===== src/rtl/dmem_arbiter_if.sv =====
// Bus bundle between the data-memory arbiter, its two requesters and the shared memory.
// The arb modport is the arbiter's view; env is the view of the requesters and memory.
interface dmem_arbiter_if #(
   parameter int unsigned AW = 6,
   parameter int unsigned DW = 32
);
   logic          cpu_req;
   logic          cpu_we;
   logic [AW-1:0] cpu_addr;
   logic [DW-1:0] cpu_wdata;
   logic          cpu_gnt;
   logic          cpu_rvalid;
   logic [DW-1:0] cpu_rdata;

   logic          vga_req;
   logic [AW-1:0] vga_addr;
   logic          vga_gnt;
   logic          vga_rvalid;
   logic [DW-1:0] vga_rdata;

   logic          mem_en;
   logic          mem_we;
   logic [AW-1:0] mem_addr;
   logic [DW-1:0] mem_wdata;
   logic [DW-1:0] mem_rdata;

   logic [1:0]    owner;

   modport arb (
      input  cpu_req, cpu_we, cpu_addr, cpu_wdata, vga_req, vga_addr, mem_rdata,
      output cpu_gnt, cpu_rvalid, cpu_rdata, vga_gnt, vga_rvalid, vga_rdata,
      output mem_en, mem_we, mem_addr, mem_wdata, owner
   );

   modport env (
      output cpu_req, cpu_we, cpu_addr, cpu_wdata, vga_req, vga_addr, mem_rdata,
      input  cpu_gnt, cpu_rvalid, cpu_rdata, vga_gnt, vga_rvalid, vga_rdata,
      input  mem_en, mem_we, mem_addr, mem_wdata, owner
   );
endinterface


===== src/rtl/dmem_arbiter.sv =====
// Two-port arbiter for a single-ported synchronous data memory: CPU has priority,
// the display port is forced through after STARVE_MAX consecutive denied cycles.
module dmem_arbiter #(
   parameter int unsigned AW         = 6,
   parameter int unsigned DW         = 32,
   parameter int unsigned STARVE_MAX = 4
) (
   input  logic        clk,
   input  logic        reset,
   dmem_arbiter_if.arb bus
);

   localparam int unsigned CW = (STARVE_MAX > 0) ? $clog2(STARVE_MAX + 1) : 1;

   typedef enum logic [1:0] {
      IDLE   = 2'd0,
      RD_CPU = 2'd1,
      RD_VGA = 2'd2,
      WR_CPU = 2'd3
   } state_e;

   state_e        state_q, state_d;
   logic [CW-1:0] starve_cnt_q, starve_cnt_d;
   logic [DW-1:0] cpu_rdata_q, cpu_rdata_d;
   logic [DW-1:0] vga_rdata_q, vga_rdata_d;

   logic          cpu_gnt_c, vga_gnt_c;
   logic          cpu_rvalid_c, vga_rvalid_c;
   logic          mem_en_c, mem_we_c;
   logic [AW-1:0] mem_addr_c;
   logic [DW-1:0] mem_wdata_c;
   logic          starve_hit_c;

   always_ff @(posedge clk or negedge reset) begin
      if (!reset) begin
         state_q      <= IDLE;
         starve_cnt_q <= '0;
         cpu_rdata_q  <= '0;
         vga_rdata_q  <= '0;
      end else begin
         state_q      <= state_d;
         starve_cnt_q <= starve_cnt_d;
         cpu_rdata_q  <= cpu_rdata_d;
         vga_rdata_q  <= vga_rdata_d;
      end
   end

   // Grant, memory strobes, next state and read-return capture.
   always_comb begin
      state_d      = IDLE;
      starve_cnt_d = '0;
      cpu_rdata_d  = cpu_rdata_q;
      vga_rdata_d  = vga_rdata_q;
      cpu_gnt_c    = 1'b0;
      vga_gnt_c    = 1'b0;
      cpu_rvalid_c = 1'b0;
      vga_rvalid_c = 1'b0;
      mem_en_c     = 1'b0;
      mem_we_c     = 1'b0;
      mem_addr_c   = '0;
      mem_wdata_c  = '0;
      starve_hit_c = (starve_cnt_q == CW'(STARVE_MAX));

      // Grants are suppressed while reset is held so no memory access leaks out.
      if (reset) begin
         vga_gnt_c = bus.vga_req && (!bus.cpu_req || starve_hit_c);
         cpu_gnt_c = bus.cpu_req && !vga_gnt_c;
      end

      if (cpu_gnt_c) begin
         mem_en_c    = 1'b1;
         mem_we_c    = bus.cpu_we;
         mem_addr_c  = bus.cpu_addr;
         mem_wdata_c = bus.cpu_we ? bus.cpu_wdata : '0;
         state_d     = bus.cpu_we ? WR_CPU : RD_CPU;
      end else if (vga_gnt_c) begin
         mem_en_c   = 1'b1;
         mem_addr_c = bus.vga_addr;
         state_d    = RD_VGA;
      end

      if (bus.vga_req && !vga_gnt_c) begin
         starve_cnt_d = starve_hit_c ? starve_cnt_q : starve_cnt_q + CW'(1);
      end

      // Memory data arrives the cycle after a read grant; forward it and keep a copy.
      if (state_q == RD_CPU) begin
         cpu_rvalid_c = 1'b1;
         cpu_rdata_d  = bus.mem_rdata;
      end
      if (state_q == RD_VGA) begin
         vga_rvalid_c = 1'b1;
         vga_rdata_d  = bus.mem_rdata;
      end
   end

   assign bus.cpu_gnt    = cpu_gnt_c;
   assign bus.vga_gnt    = vga_gnt_c;
   assign bus.cpu_rvalid = cpu_rvalid_c;
   assign bus.vga_rvalid = vga_rvalid_c;
   assign bus.cpu_rdata  = cpu_rdata_d;
   assign bus.vga_rdata  = vga_rdata_d;
   assign bus.mem_en     = mem_en_c;
   assign bus.mem_we     = mem_we_c;
   assign bus.mem_addr   = mem_addr_c;
   assign bus.mem_wdata  = mem_wdata_c;
   assign bus.owner      = state_q;

endmodule


===== src/flat_wrapper.sv =====
// flat-port wrapper written by rule: the top's interface ports become plain ports
module dmem_arbiter_flat 
#(
   parameter int unsigned AW         = 6,
   parameter int unsigned DW         = 32,
   parameter int unsigned STARVE_MAX = 4
)
  (clk, reset, bus_cpu_req, bus_cpu_we, bus_cpu_addr, bus_cpu_wdata, bus_vga_req, bus_vga_addr, bus_mem_rdata, bus_cpu_gnt, bus_cpu_rvalid, bus_cpu_rdata, bus_vga_gnt, bus_vga_rvalid, bus_vga_rdata, bus_mem_en, bus_mem_we, bus_mem_addr, bus_mem_wdata, bus_owner);
  dmem_arbiter_if #(.AW(AW), .DW(DW)) bus_i ();
  input  logic clk;
  input  logic reset;
  input wire logic [$bits(bus_i.cpu_req)-1:0] bus_cpu_req;
  input wire logic [$bits(bus_i.cpu_we)-1:0] bus_cpu_we;
  input wire logic [$bits(bus_i.cpu_addr)-1:0] bus_cpu_addr;
  input wire logic [$bits(bus_i.cpu_wdata)-1:0] bus_cpu_wdata;
  input wire logic [$bits(bus_i.vga_req)-1:0] bus_vga_req;
  input wire logic [$bits(bus_i.vga_addr)-1:0] bus_vga_addr;
  input wire logic [$bits(bus_i.mem_rdata)-1:0] bus_mem_rdata;
  output wire logic [$bits(bus_i.cpu_gnt)-1:0] bus_cpu_gnt;
  output wire logic [$bits(bus_i.cpu_rvalid)-1:0] bus_cpu_rvalid;
  output wire logic [$bits(bus_i.cpu_rdata)-1:0] bus_cpu_rdata;
  output wire logic [$bits(bus_i.vga_gnt)-1:0] bus_vga_gnt;
  output wire logic [$bits(bus_i.vga_rvalid)-1:0] bus_vga_rvalid;
  output wire logic [$bits(bus_i.vga_rdata)-1:0] bus_vga_rdata;
  output wire logic [$bits(bus_i.mem_en)-1:0] bus_mem_en;
  output wire logic [$bits(bus_i.mem_we)-1:0] bus_mem_we;
  output wire logic [$bits(bus_i.mem_addr)-1:0] bus_mem_addr;
  output wire logic [$bits(bus_i.mem_wdata)-1:0] bus_mem_wdata;
  output wire logic [$bits(bus_i.owner)-1:0] bus_owner;
  assign bus_i.cpu_req = bus_cpu_req;
  assign bus_i.cpu_we = bus_cpu_we;
  assign bus_i.cpu_addr = bus_cpu_addr;
  assign bus_i.cpu_wdata = bus_cpu_wdata;
  assign bus_i.vga_req = bus_vga_req;
  assign bus_i.vga_addr = bus_vga_addr;
  assign bus_i.mem_rdata = bus_mem_rdata;
  assign bus_cpu_gnt = bus_i.cpu_gnt;
  assign bus_cpu_rvalid = bus_i.cpu_rvalid;
  assign bus_cpu_rdata = bus_i.cpu_rdata;
  assign bus_vga_gnt = bus_i.vga_gnt;
  assign bus_vga_rvalid = bus_i.vga_rvalid;
  assign bus_vga_rdata = bus_i.vga_rdata;
  assign bus_mem_en = bus_i.mem_en;
  assign bus_mem_we = bus_i.mem_we;
  assign bus_mem_addr = bus_i.mem_addr;
  assign bus_mem_wdata = bus_i.mem_wdata;
  assign bus_owner = bus_i.owner;
  dmem_arbiter #(.AW(AW), .DW(DW), .STARVE_MAX(STARVE_MAX)) u_core (.clk(clk), .reset(reset), .bus(bus_i));
endmodule

===== config.mk =====
export PLATFORM = sky130hd
export DESIGN_NAME = dmem_arbiter_flat
export DESIGN_NICKNAME = d
export VERILOG_FILES = /design/src/rtl/dmem_arbiter_if.sv /design/src/rtl/dmem_arbiter.sv /design/src/flat_wrapper.sv
export SDC_FILE = /design/constraint.sdc
export NUM_CORES = 1
export LEC_CHECK = 0
export CORE_ASPECT_RATIO = 1.5
export CORE_UTILIZATION = 35
export DETAILED_ROUTE_END_ITERATION = 8
export PLACE_DENSITY = 0.86
export SLEW_MARGIN = 40
export SYNTH_ARGS = -nofsm -noshare
export SYNTH_HDL_FRONTEND = slang
export SYNTH_SLANG_ARGS = --single-unit

===== constraint.sdc =====
create_clock -name clk -period 1.51 [get_ports clk]
set_clock_uncertainty 0.2 [all_clocks]
set_input_delay 0.2265 -clock clk [delete_from_list [all_inputs] [get_ports clk]]
set_output_delay 0.2265 -clock clk [all_outputs]
set_load 0.05 [all_outputs]

# Word-level counts from Yosys, hierarchy flattened
# Cells that the tools add are included.
[word_totals] inputBits=81 register_bits=69 word_cells=34
[classes] add_sub_neg=1 n_mux=18 n_eq_ne=4 n_reduce_logical=7
[op_table] op="$mux 32" count=4
[op_table] op="$mux 6" count=2
[op_table] op="$mux 1" count=7
[op_table] op="$mux 2" count=3
[op_table] op="$mux 3" count=2
[op_table] op="$add 3x1->3 const B" count=1
[op_table] op="$eq 3x3->1 const B" count=1
[op_table] op="$logic_and 1x1->1" count=3
[op_table] op="$logic_not 1->1" count=3
[op_table] op="$eq 2x1->1 const B" count=1
[op_table] op="$eq 2x2->1 const B" count=1
[op_table] op="$ne 2x2->1 const B" count=1
[op_table] op="$logic_or 1x1->1" count=1

# Depth between registers and ports, before layout
# Gate-level depths: netlist (run 1).
[logic_depth] ltp_word=7 ltp_mapped=6 depth_no_buf=5

# Least setup slack after synthesis (run 1)
# OpenSTA, ideal clock, no wires.
[synth_timing] path_kind="register to output" start="register u_core.starve_cnt_q[0]" end="output port bus_mem_addr[0]" setup_slack_ps=-686 path_buffers=0 t_arrival_ps=1769 path_stages_with_launch=6 required_ps=1083 path_cell_list="dfrtp_1 -> inv_1 -> ha_1 -> nand2_1 -> a21oi_4 -> a22o_1"
[synth_between] word_cells_on_any_way=9 cone_classes="eq/ne: 1; mux: 4; reduce/logical: 4"
[synth_rtl] item="start, declared" line_no="dmem_arbiter.sv:23" source="logic [CW-1:0] starve_cnt_q, starve_cnt_d;"
[synth_rtl] item="start signal, assigned" line_no="dmem_arbiter.sv:42" source="starve_cnt_q <= starve_cnt_d;"
[synth_rtl] item="$eq 3x3->1" line_no="dmem_arbiter.sv:62" source="starve_hit_c = (starve_cnt_q == CW'(STARVE_MAX));"
[synth_rtl] item="$logic_or 1x1->1" line_no="dmem_arbiter.sv:66" source="vga_gnt_c = bus.vga_req && (!bus.cpu_req || starve_hit_c);"
[synth_rtl] item="$logic_and 1x1->1" line_no="dmem_arbiter.sv:66"
[synth_rtl] item="$mux 1" line_no="dmem_arbiter.sv:65" source="if (reset) begin"
[synth_rtl] item="via bus_vga_gnt" line_no="flat_wrapper.sv:22" source="output wire logic [$bits(bus_i.vga_gnt)-1:0] bus_vga_gnt;"
[synth_rtl] item="$mux 6" line_no="dmem_arbiter.sv:76" source="end else if (vga_gnt_c) begin"
[synth_rtl] item="$mux 6" line_no="dmem_arbiter.sv:70" source="if (cpu_gnt_c) begin"
[synth_rtl] item="end, declared" line_no="flat_wrapper.sv:27" source="output wire logic [$bits(bus_i.mem_addr)-1:0] bus_mem_addr;"
# The timed path passes the listed nets, and every way through them passes these cells.

# Final worst setup path (run 1)
[layout_timing] start="register u_core.starve_cnt_q[0]" end="output port bus_mem_wdata[23]"
[layout_between] elab_chain_cells=7
[layout_rtl] item="$eq 3x3->1" line_no="dmem_arbiter.sv:62"
[layout_rtl] item="$logic_or 1x1->1" line_no="dmem_arbiter.sv:66"
[layout_rtl] item="$logic_and 1x1->1" line_no="dmem_arbiter.sv:66"
[layout_rtl] item="$logic_not 1->1" line_no="dmem_arbiter.sv:67" source="cpu_gnt_c = bus.cpu_req && !vga_gnt_c;"
[layout_rtl] item="$logic_and 1x1->1" line_no="dmem_arbiter.sv:67"
[layout_rtl] item="$mux 1" line_no="dmem_arbiter.sv:65"
[layout_rtl] item="$mux 32" line_no="dmem_arbiter.sv:70"
[layout_rtl] item="end, declared" line_no="flat_wrapper.sv:28" source="output wire logic [$bits(bus_i.mem_wdata)-1:0] bus_mem_wdata;"
# No other way between the ends.

==> flow_summary.ini, run 1 <==
[die]
rows = 43
initial_core_util_pct = 35.93
die_h_um = 121.0
core_region_area_um2 = 9200
dieArea_um2 = 9845
die_w_um = 81.35
num_io_pins = 191

[synth]
synth.cell_area_um2 = 3306
ys_seq_area_share_pct = 52.23
synthMuxAreaShare_pct = 28.39
synth.top_cell.area_share_pct = 52.23
synthTopCellsByArea = dfrtp_1 52%, mux2_4 26%, and2_4 7.4%, buf_6 3.7%, mux2_2 2.0%
yosys-top-cells-count = 69 x dfrtp_1, 58 x mux2_4, 28 x and2_4
syn-instance-count = 211
synth_compound_area_share_pct = 3.104
ys_types = 25
synth-main-ff-cell = dfrtp_1
yosysTopAreaCell = dfrtp_1
yosysMostFrequentCell = dfrtp_1
yosysWarnings = 0
yosys.area_share.simple_pct = 11.09
async_reset_ff_share_pct = 100.0
synth_top_family_by_area = multiplexers
synth_xor_xnor_area_share_pct = 0
ys_ff_latch = 69
synth_edf_count = 0
synth_fp_nets = 294
synthAdderAreaFrac_pct = 0.7570
avgSynthCellArea_um2 = 15.67

[routing]
dr.first_iter.drc_count = 143
ant_nets = 0
wl_per_cell_um = 22.29
vias = 2839
vias_per_cell = 4.870
route.detailed.drc = 0
totalWireLength_mm = 13.00
drt_pre_antenna_iters = 6

[sta]
maxSlewViolCount = 0
grt_setup_unrepaired = true
setup_viol = 165
worst_slack_ns = -0.7969
worst_pin_slew_ns = 0.4422
fin_crit_sh_pct = 152.8
max_freq_mhz = 433.5
min_period_ns = 2.307
slew_headroom_pct = 70.52
hold_viol = 0

[worst_setup_path]
cp_data_arrival_time_ns = 1.88
cp_slowest_cell = dfrtp_1
cp-start-kind = register
path_class = register to output pin
worst_ep_required_time_ns = 1.08
crit_chain = inv_2, ha_4, nand3_4, and4_4, buf_12, buf_12, and2_4, buf_12
cp_slowest_stage_delay_ns = 0.38
critical-path-top-cell-by-count = buf_12
path_max_fanout = 13
end_kind = output pin

[run_status]
violations = negative setup slack
status = finished, violations left

[finish]
final_area_um2 = 7490
layout-drive-gt1-share_pct = 66.67
areaGrowthSynthToFinish_pct = 126.6
layout.nets = 549
diodes = 0

[placed_design]
hpwl_mm = 7.916
place_area_um2 = 6459
port_buffers = 190
finalWeightedCongestion = 0.8793

[cts]
clkTransAtPathRegs_ns = 0.06
cts_tree = done
h-tree-depth = 3
insertion_delay_ns = 0.33
clock-root-buffer = clkbuf_16
cts_buffers = 9
clock-sinks = 69
clockBufferDepth = 2

[power_and_ir_drop]
p_per_area_nw_per_um2 = 1245
p_leak_nw = 3.443
power_mw = 9.321
irDropWorstVdd_uv = 1034

[global_routing]
grt_first_pass_wirelength_mm = 18.26
grtUsageTotal_pct = 26.01
antenna_found_initial = 0
grt_max_degree = 35
grt_pass1_vias = 3275
grt.overflow.total = 0

[job]
max-cap-violations = 0

[worst_hold_path]
hp-class = input pin to asynchronous set/reset pin
==> cells in the final DEF, fill, tap and decap left out, types with 2 or more instances in the layout <==
master	Yosys	final
or2_4	0	2
mux2_4	58	64
and2_4	28	32
buf_8	0	5
clkbuf_16	0	12
clkinvlp_4	0	4
inv_2	0	2
nand3_4	0	2
buf_12	0	103
dfrtp_1	69	67
buf_6	11	45
clkdlybuf4s50_1	0	79
dfrtp_2	0	2
buf_4	1	19
a21oi_1	2	2
nand2_1	5	4
a22o_4	0	6
==> state kept, by name (all words and copies together), names as in the netlist <==
register / cells
u_core.cpu_rdata_q: 32
u_core.vga_rdata_q: 32
u_core.starve_cnt_q: 3
u_core.bus.owner: 2
==> power by group <==
part | switching (mW) | internal [mW]
combinational | 2.38 | 2.42
sequential | 0.145 | 2.21
clock | 0.834 | 1.33
==> cell type report <==
type	instances	area, um2
Inverter	4	18.77
Clock inverter	6	70.07
Multi-Input combinational cell	126	1618
Tap cell	112	140.1
Timing Repair Buffer	256	3675
Fill cell	411	1710
Clock buffer	10	239.0
Sequential cell	69	1729
==> critical path, delay by kind of cell, from the launching register on <==
| kind | cells | cell delay (ns) |
|---|---|---|
| fa+ha+maj | 1 | 0.18 |
| simple gates | 3 | 0.52 |
| flops | 1 | 0.38 |
| buf+inv | 4 | 0.45 |
==> per-stage QoR <==
stage / util (%) / hold slack [ns] / setup WS (ns) / instances / setup TNS (ns)
global route: 81.41 / 0.05709 / -0.8310 / 583 / -81.50
global placement: 70.20 / -0.03002 / -0.3914 / 523 / -28.73
floorplan: - / -0.2691 / -0.3900 / 211 / -42.09
CTS: 78.32 / 0.1873 / -0.6971 / 562 / -72.61
detailed placement: 70.20 / -0.02495 / -0.4178 / 523 / -30.23
finish: 81.41 / 0.001672 / -0.7969 / 583 / -76.42
==> cells by family after synthesis <==
kind of cell    after synthesis
mux                          64
compound gates               12
flops                        69
simple gates                 48
buf+inv                      16
fa+ha+maj                     2
==> worst paths after layout <==
path,cells past startpoint,to,startpoint,slack [ns]
min in group clk,3,u_core.bus.owner[0],reset,0.21
worst min register to register,1,u_core.cpu_rdata_q[25],u_core.cpu_rdata_q[25],0.31
worst max-delay path,8,bus_mem_wdata[23],u_core.starve_cnt_q[0],-0.80
max in group asynchronous,4,u_core.starve_cnt_q[1],reset,0.44
worst min-delay path,3,u_core.cpu_rdata_q[24],reset,0.002
worst max register to register,8,u_core.bus.owner[1],u_core.starve_cnt_q[0],-0.34
==> per-layer routing <==
layer / GRT usage, % / up-vias / wire length, um
met5: 0 / - / 0
met4: 14.29 / 0 / 533
met3: 6.391 / 36 / 767
met2: 46.77 / 160 / 7274
met1: 26.57 / 1413 / 4421
li1: - / 1230 / -
==> repair_timing <==
item,in CTS,in global routing
hold buffers,1,1
buffers inserted,19,26
cloned,3,3
pin swaps,2,3
endpoints found under the setup margin,120,177
gates resized for setup,39,38
hold endpoints to repair,69,3
Power figures use the tool's default switching activity.
==> inputs of run 2 (changes only) <==
--- a/config.mk
+++ b/config.mk
@@ -5,10 +5,12 @@
 export SDC_FILE = /design/constraint.sdc
 export NUM_CORES = 1
 export LEC_CHECK = 0
+export CELL_PAD_IN_SITES_DETAIL_PLACEMENT = 0
+export CELL_PAD_IN_SITES_GLOBAL_PLACEMENT = 1
 export CORE_ASPECT_RATIO = 1.5
-export CORE_UTILIZATION = 35
+export CORE_UTILIZATION = 26
 export DETAILED_ROUTE_END_ITERATION = 8
-export PLACE_DENSITY = 0.86
+export PLACE_DENSITY = 0.84
 export SLEW_MARGIN = 40
 export SYNTH_ARGS = -nofsm -noshare
 export SYNTH_HDL_FRONTEND = slang
==> run 2 against run 1 <==
Net effect:
- the run still ends with negative setup slack left
- non-clock buffer count fell by 13
- clock-buffer cell count fell by 1
- utilization fell by 23 points
- sequential share of layout area rose by 0.64 points
- cell count rose by 5.3%
- die area rose by 34%
- critical path type unchanged
==> flow_summary.ini, run 2 (synthesis results as in run 1) <==
[finish]
layout-drive-gt1-share_pct = 66.16
finalNonFillerCells = 614
multi_input_area_um2 = 1598
final_util_pct = 58.53
nFillCells = 957
diodes = 0
layout.nets = 536
layout.area.seq_um2 = 1729
layout_common_cells = 85 x buf_12, 79 x clkdlybuf4s50_1, 67 x dfrtp_1
areaGrowthSynthToFinish_pct = 120.4
reg_top3 = u_core.cpu_rdata_q x32, u_core.vga_rdata_q x32, u_core.starve_cnt_q x3
layout_commonest_cell = buf_12

[power_and_ir_drop]
power.internal_mw = 5.736
p_leak_nw = 3.337
irDropWorstVdd_uv = 562.8
p_switching_mw = 3.220
switching_share_pct = 35.96
comb_power_share_pct = 50.6
power_frac_clock_pct = 23.4
sequentialPowerShare_pct = 26.0
p_per_area_nw_per_um2 = 1229

[routing]
wl_per_cell_um = 17.26
drt_pre_antenna_iters = 6
route.detailed.drc = 0
vias = 2682
dr.first_iter.drc_count = 34
ant_nets = 0
vias_per_cell = 4.368
totalWireLength_mm = 10.60

[job]
max-cap-violations = 0

[worst_setup_path]
critical-path-top-cell-by-count = buf_12
cp_slowest_cell = dfrtp_1
path_class = register to output pin
cp_slowest_stage_delay_ns = 0.37
crit_chain = inv_2, ha_4, buf_6, nand2_4, a21oi_4, buf_12, a22o_4, buf_12
end_kind = output pin
cp_data_arrival_time_ns = 1.72
path_max_fanout = 8
worst_ep_required_time_ns = 1.08
cp-start-kind = register

[sta]
worst_pin_slew_ns = 0.6010
grt_setup_unrepaired = true
slew_headroom_pct = 59.94
setup_viol = 220
fin_crit_sh_pct = 142.2
min_period_ns = 2.147
max_freq_mhz = 465.8
worst_slack_ns = -0.6367
maxSlewViolCount = 0
hold_viol = 0

[die]
initial_core_util_pct = 26.55
die_h_um = 140.1
rows = 50
die_w_um = 94.07
num_io_pins = 191
core_region_area_um2 = 12450
dieArea_um2 = 13180

[global_routing]
grt_first_pass_wirelength_mm = 15.37
antenna_found_initial = 0
grt_max_degree = 65
grtUsageTotal_pct = 15.27
grt.overflow.total = 0
grt_pass1_vias = 2925

[cts]
clock-sinks = 69
cts_buffers = 9
clockBufferDepth = 2
insertion_delay_ns = 0.33
clkTransAtPathRegs_ns = 0.06
cts_tree = done
clock-root-buffer = clkbuf_16
h-tree-depth = 3

[placed_design]
finalWeightedCongestion = 0.7423
port_buffers = 190
post-place-cells = 565
hpwl_mm = 7.203

[run_status]
status = finished, violations left
violations = negative setup slack

[worst_hold_path]
hp-class = input pin to register
[run 2: final timing paths]
kind	startpoint	end	slack (ns)	cells past startpoint
min reg2reg	u_core.vga_rdata_q[16]	u_core.vga_rdata_q[16]	0.30	1
min in group asynchronous	reset	u_core.starve_cnt_q[2]	0.28	3
max reg2reg	u_core.bus.owner[0]	u_core.vga_rdata_q[5]	-0.14	5
min	reset	u_core.bus.owner[0]	0.11	2
max in group asynchronous	reset	u_core.vga_rdata_q[29]	-0.18	5
max	u_core.starve_cnt_q[0]	bus_mem_addr[3]	-0.64	8
[run 2: through the flow]
step / worst slack, ns / power, mW / TNS [ns] / hold slack [ns] / cell area [um2]
3_3_place_gp: -0.5194 / 6.285 / -32.63 / -0.1576 / 6336
4_1_cts: -0.6375 / 8.604 / -84.94 / 0.09763 / 6828
2_1_floorplan: -0.3900 / 4.669 / -42.09 / -0.2691 / 3468
5_1_grt: -0.7051 / 9.295 / -96.73 / 0.1039 / 7287
6_report: -0.6367 / 8.956 / -77.84 / 0.1107 / 7287
3_5_place_dp: -0.5269 / 6.358 / -33.36 / -0.1581 / 6336
[run 2: power groups by stage]
stage	logic (mW)	registers (mW)	clock network, mW
CTS	4.12	2.32	2.16
detailed placement	4.01	2.35	0
finish	4.54	2.33	2.09
global route	4.69	2.36	2.25
floorplan	2.35	2.32	0
global placement	3.96	2.33	0
[run 2: repair_timing]
| action | 4_1_cts | 5_1_grt |
|---|---|---|
| endpoints found under the hold margin | 5 | 5 |
| setup buffers | 6 | 23 |
| setup endpoints to repair | 114 | 240 |
| gates resized for setup | 16 | 66 |
| pin swaps | 4 | 5 |
| hold buffers | 1 | 1 |
| cloned | 3 | 2 |
[run 2: area by class of cell]
class,instances,share of cell area (%)
Multi-Input combinational cell,126,21.93
Inverter,4,0.2576
Clock buffer,9,3.091
Timing Repair Buffer,243,47.30
Sequential cell,69,23.73
Tap cell,156,2.679
Clock inverter,7,1.013
[run 2: metal layers]
| metal | vias to the layer above | wire length, um | GRT usage, % |
|---|---|---|---|
| met5 | - | 0 | 0 |
| met4 | 0 | 111 | 4.534 |
| met3 | 16 | 613 | 4.615 |
| met2 | 124 | 6191 | 28.47 |
| met1 | 1330 | 3680 | 16.09 |
| li1 | 1212 | - | - |
[run 2: worst max-delay path, delay by kind of cell, from the launching register on]
kind | cells | cell delay [ns]
buf+inv | 4 | 0.47
flops | 1 | 0.37
compound gates | 2 | 0.31
fa+ha+maj | 1 | 0.17
simple gates | 1 | 0.07
==> inputs of run 3 (changes only) <==
--- a/config.mk
+++ b/config.mk
@@ -8,9 +8,12 @@
 export CELL_PAD_IN_SITES_DETAIL_PLACEMENT = 0
 export CELL_PAD_IN_SITES_GLOBAL_PLACEMENT = 1
 export CORE_ASPECT_RATIO = 1.5
+export CORE_MARGIN = 2
 export CORE_UTILIZATION = 26
 export DETAILED_ROUTE_END_ITERATION = 8
+export GPL_ROUTABILITY_DRIVEN = 0
 export PLACE_DENSITY = 0.84
+export SETUP_SLACK_MARGIN = 0.3
 export SLEW_MARGIN = 40
 export SYNTH_ARGS = -nofsm -noshare
 export SYNTH_HDL_FRONTEND = slang
==> run 3 against run 2 <==
Net effect:
- the run still ends with negative setup slack left
- first-iteration DRC count grew to 2.5 times the previous value
- design area increased by 5.0%
- largest cell class unchanged
- die area up 3.6%
- register-to-register slack got worse by 0.44 ns
- critical path type unchanged
- largest power group unchanged
==> flow_summary.ini, run 3 (synthesis results as in run 1) <==
[run_status]
status = finished, violations left
violations = negative setup slack

[die]
die_h_um = 142.1
num_io_pins = 191
die_w_um = 96.07
dieArea_um2 = 13650
core_region_area_um2 = 12450
initial_core_util_pct = 26.55
rows = 50

[global_routing]
grtUsageTotal_pct = 16.37
grt_pass1_vias = 3175
grt_first_pass_wirelength_mm = 16.88
grt.overflow.total = 0
antenna_found_initial = 0
grt_max_degree = 63

[routing]
totalWireLength_mm = 11.67
vias = 2790
dr.first_iter.drc_count = 85
drt_pre_antenna_iters = 4
vias_per_cell = 4.366
route.detailed.drc = 0
ant_nets = 0
wl_per_cell_um = 18.26

[finish]
layout_commonest_cell = buf_12
finalNonFillerCells = 639
multi_input_area_um2 = 1609
reg_top3 = u_core.cpu_rdata_q x32, u_core.vga_rdata_q x32, u_core.starve_cnt_q x3
layout.nets = 561
layout-drive-gt1-share_pct = 67.70
areaGrowthSynthToFinish_pct = 131.6
layout.area.seq_um2 = 1729
nFillCells = 861
layout_common_cells = 83 x buf_12, 79 x clkdlybuf4s50_1, 67 x dfrtp_1
final_util_pct = 61.49
diodes = 0

[worst_setup_path]
cp_slowest_stage_delay_ns = 0.43
cp-start-kind = register
cp_data_arrival_time_ns = 1.74
cp_top_family = buffers and inverters
cp_slowest_cell = dfrtp_2
path_buf_inv = 3
path_class = register to output pin
crit_chain = buf_6, nand2b_4, clkbuf_16, mux2_4, buf_12
path_max_fanout = 6
end_kind = output pin
worst_ep_required_time_ns = 1.08

[power_and_ir_drop]
switching_share_pct = 34.03
p_leak_nw = 3.521
power.internal_mw = 6.382
sequentialPowerShare_pct = 24.1
p_switching_mw = 3.293
power_frac_clock_pct = 27.0
p_per_area_nw_per_um2 = 1264
irDropWorstVdd_uv = 827.3
comb_power_share_pct = 49.0

[cts]
cts_tree = done
cts_buffers = 9
h-tree-depth = 3
insertion_delay_ns = 0.33
clkTransAtPathRegs_ns = 0.06
clockBufferDepth = 2
clock-sinks = 69
clock-root-buffer = clkbuf_16

[worst_hold_path]
hp-class = input pin to asynchronous set/reset pin

[sta]
worst_slack_ns = -0.6526
min_period_ns = 2.163
setup_viol = 169
maxSlewViolCount = 0
fin_tns_setup_ns = -72.09
grt_setup_unrepaired = true
worst_pin_slew_ns = 0.5667
slew_headroom_pct = 62.22
fin_crit_sh_pct = 143.2
timing.hold.ws_ns = 0.02286
max_freq_mhz = 462.4
hold_viol = 0

[placed_design]
pre_cts_slack_ns = -0.4923
post-place-cells = 568
hpwl_mm = 7.646
port_buffers = 190

[job]
max-cap-violations = 0
==> run 3: cell types whose count changed in the layout (fill, tap and decap cells not counted), moves of 2 or more <==
cell       change
bufinv_16      +3
buf_4          +7
buf_16         +2
buf_6         +16
clkinv_4       -2
clkinv_2       -2
buf_12         -2
==> run 3: metal layers <==
| metal | vias up | routed length, um | GRT usage [%] |
|---|---|---|---|
| li1 | 1262 | - | - |
| met1 | 1400 | 4055 | 17.29 |
| met2 | 116 | 6754 | 30.41 |
| met3 | 12 | 722 | 5.297 |
| met4 | 0 | 133 | 4.211 |
| met5 | - | 0 | 0 |
==> run 3: repair_timing <==
item,CTS,global route
cloned,5,4
setup endpoints to repair,179,179
pin swaps,6,4
hold endpoints to repair,7,0
hold buffers,2,0
resized for setup,69,32
buffers inserted,24,20
==> run 3: per-stage QoR <==
stage	cell area (um2)	power (mW)
after global routing	7655	10.03
after detailed placement	6334	6.360
final	7655	9.675
after floorplan	3477	4.672
after global placement	6334	6.297
after CTS	7286	9.457
==> run 3: power groups by stage <==
stage	Sequential (mW)	Clock (mW)	Combinational (mW)
6_report	2.33	2.61	4.74
3_3_place_gp	2.33	0	3.97
5_1_grt	2.36	2.76	4.91
3_5_place_dp	2.35	0	4.01
4_1_cts	2.32	2.67	4.47
2_1_floorplan	2.32	0	2.35
==> run 3: worst register-to-register path, delay by kind of cell (launching register included) <==
family / cells / cell delay [ns]
and+or+nand+nor: 1 / 0.09
AOI/OAI and AO/OA: 1 / 0.15
DFF: 1 / 0.36
buffers and inverters: 11 / 1.26
==> run 3: area by class of cell <==
type / instances / share of cell area, %
Sequential cell: 69 / 22.59
Timing Repair Buffer: 268 / 48.76
Clock inverter: 7 / 1.896
Clock buffer: 9 / 2.942
Tap cell: 156 / 2.550
Inverter: 4 / 0.2452
Multi-Input combinational cell: 126 / 21.02
==> run 3: path summary, 6_finish.rpt <==
kind	endpoint	from	depth (start not counted)	slack [ns]
min in group clk	u_core.bus.owner[0]	reset	2	0.12
max reg2reg	u_core.starve_cnt_q[0]	u_core.starve_cnt_q[0]	13	-0.58
max in group asynchronous	u_core.bus.owner[0]	reset	3	0.59
min	u_core.starve_cnt_q[1]	reset	3	0.02
max	bus_cpu_rdata[14]	u_core.bus.owner[0]	5	-0.65
min reg2reg	u_core.vga_rdata_q[9]	u_core.vga_rdata_q[9]	1	0.30
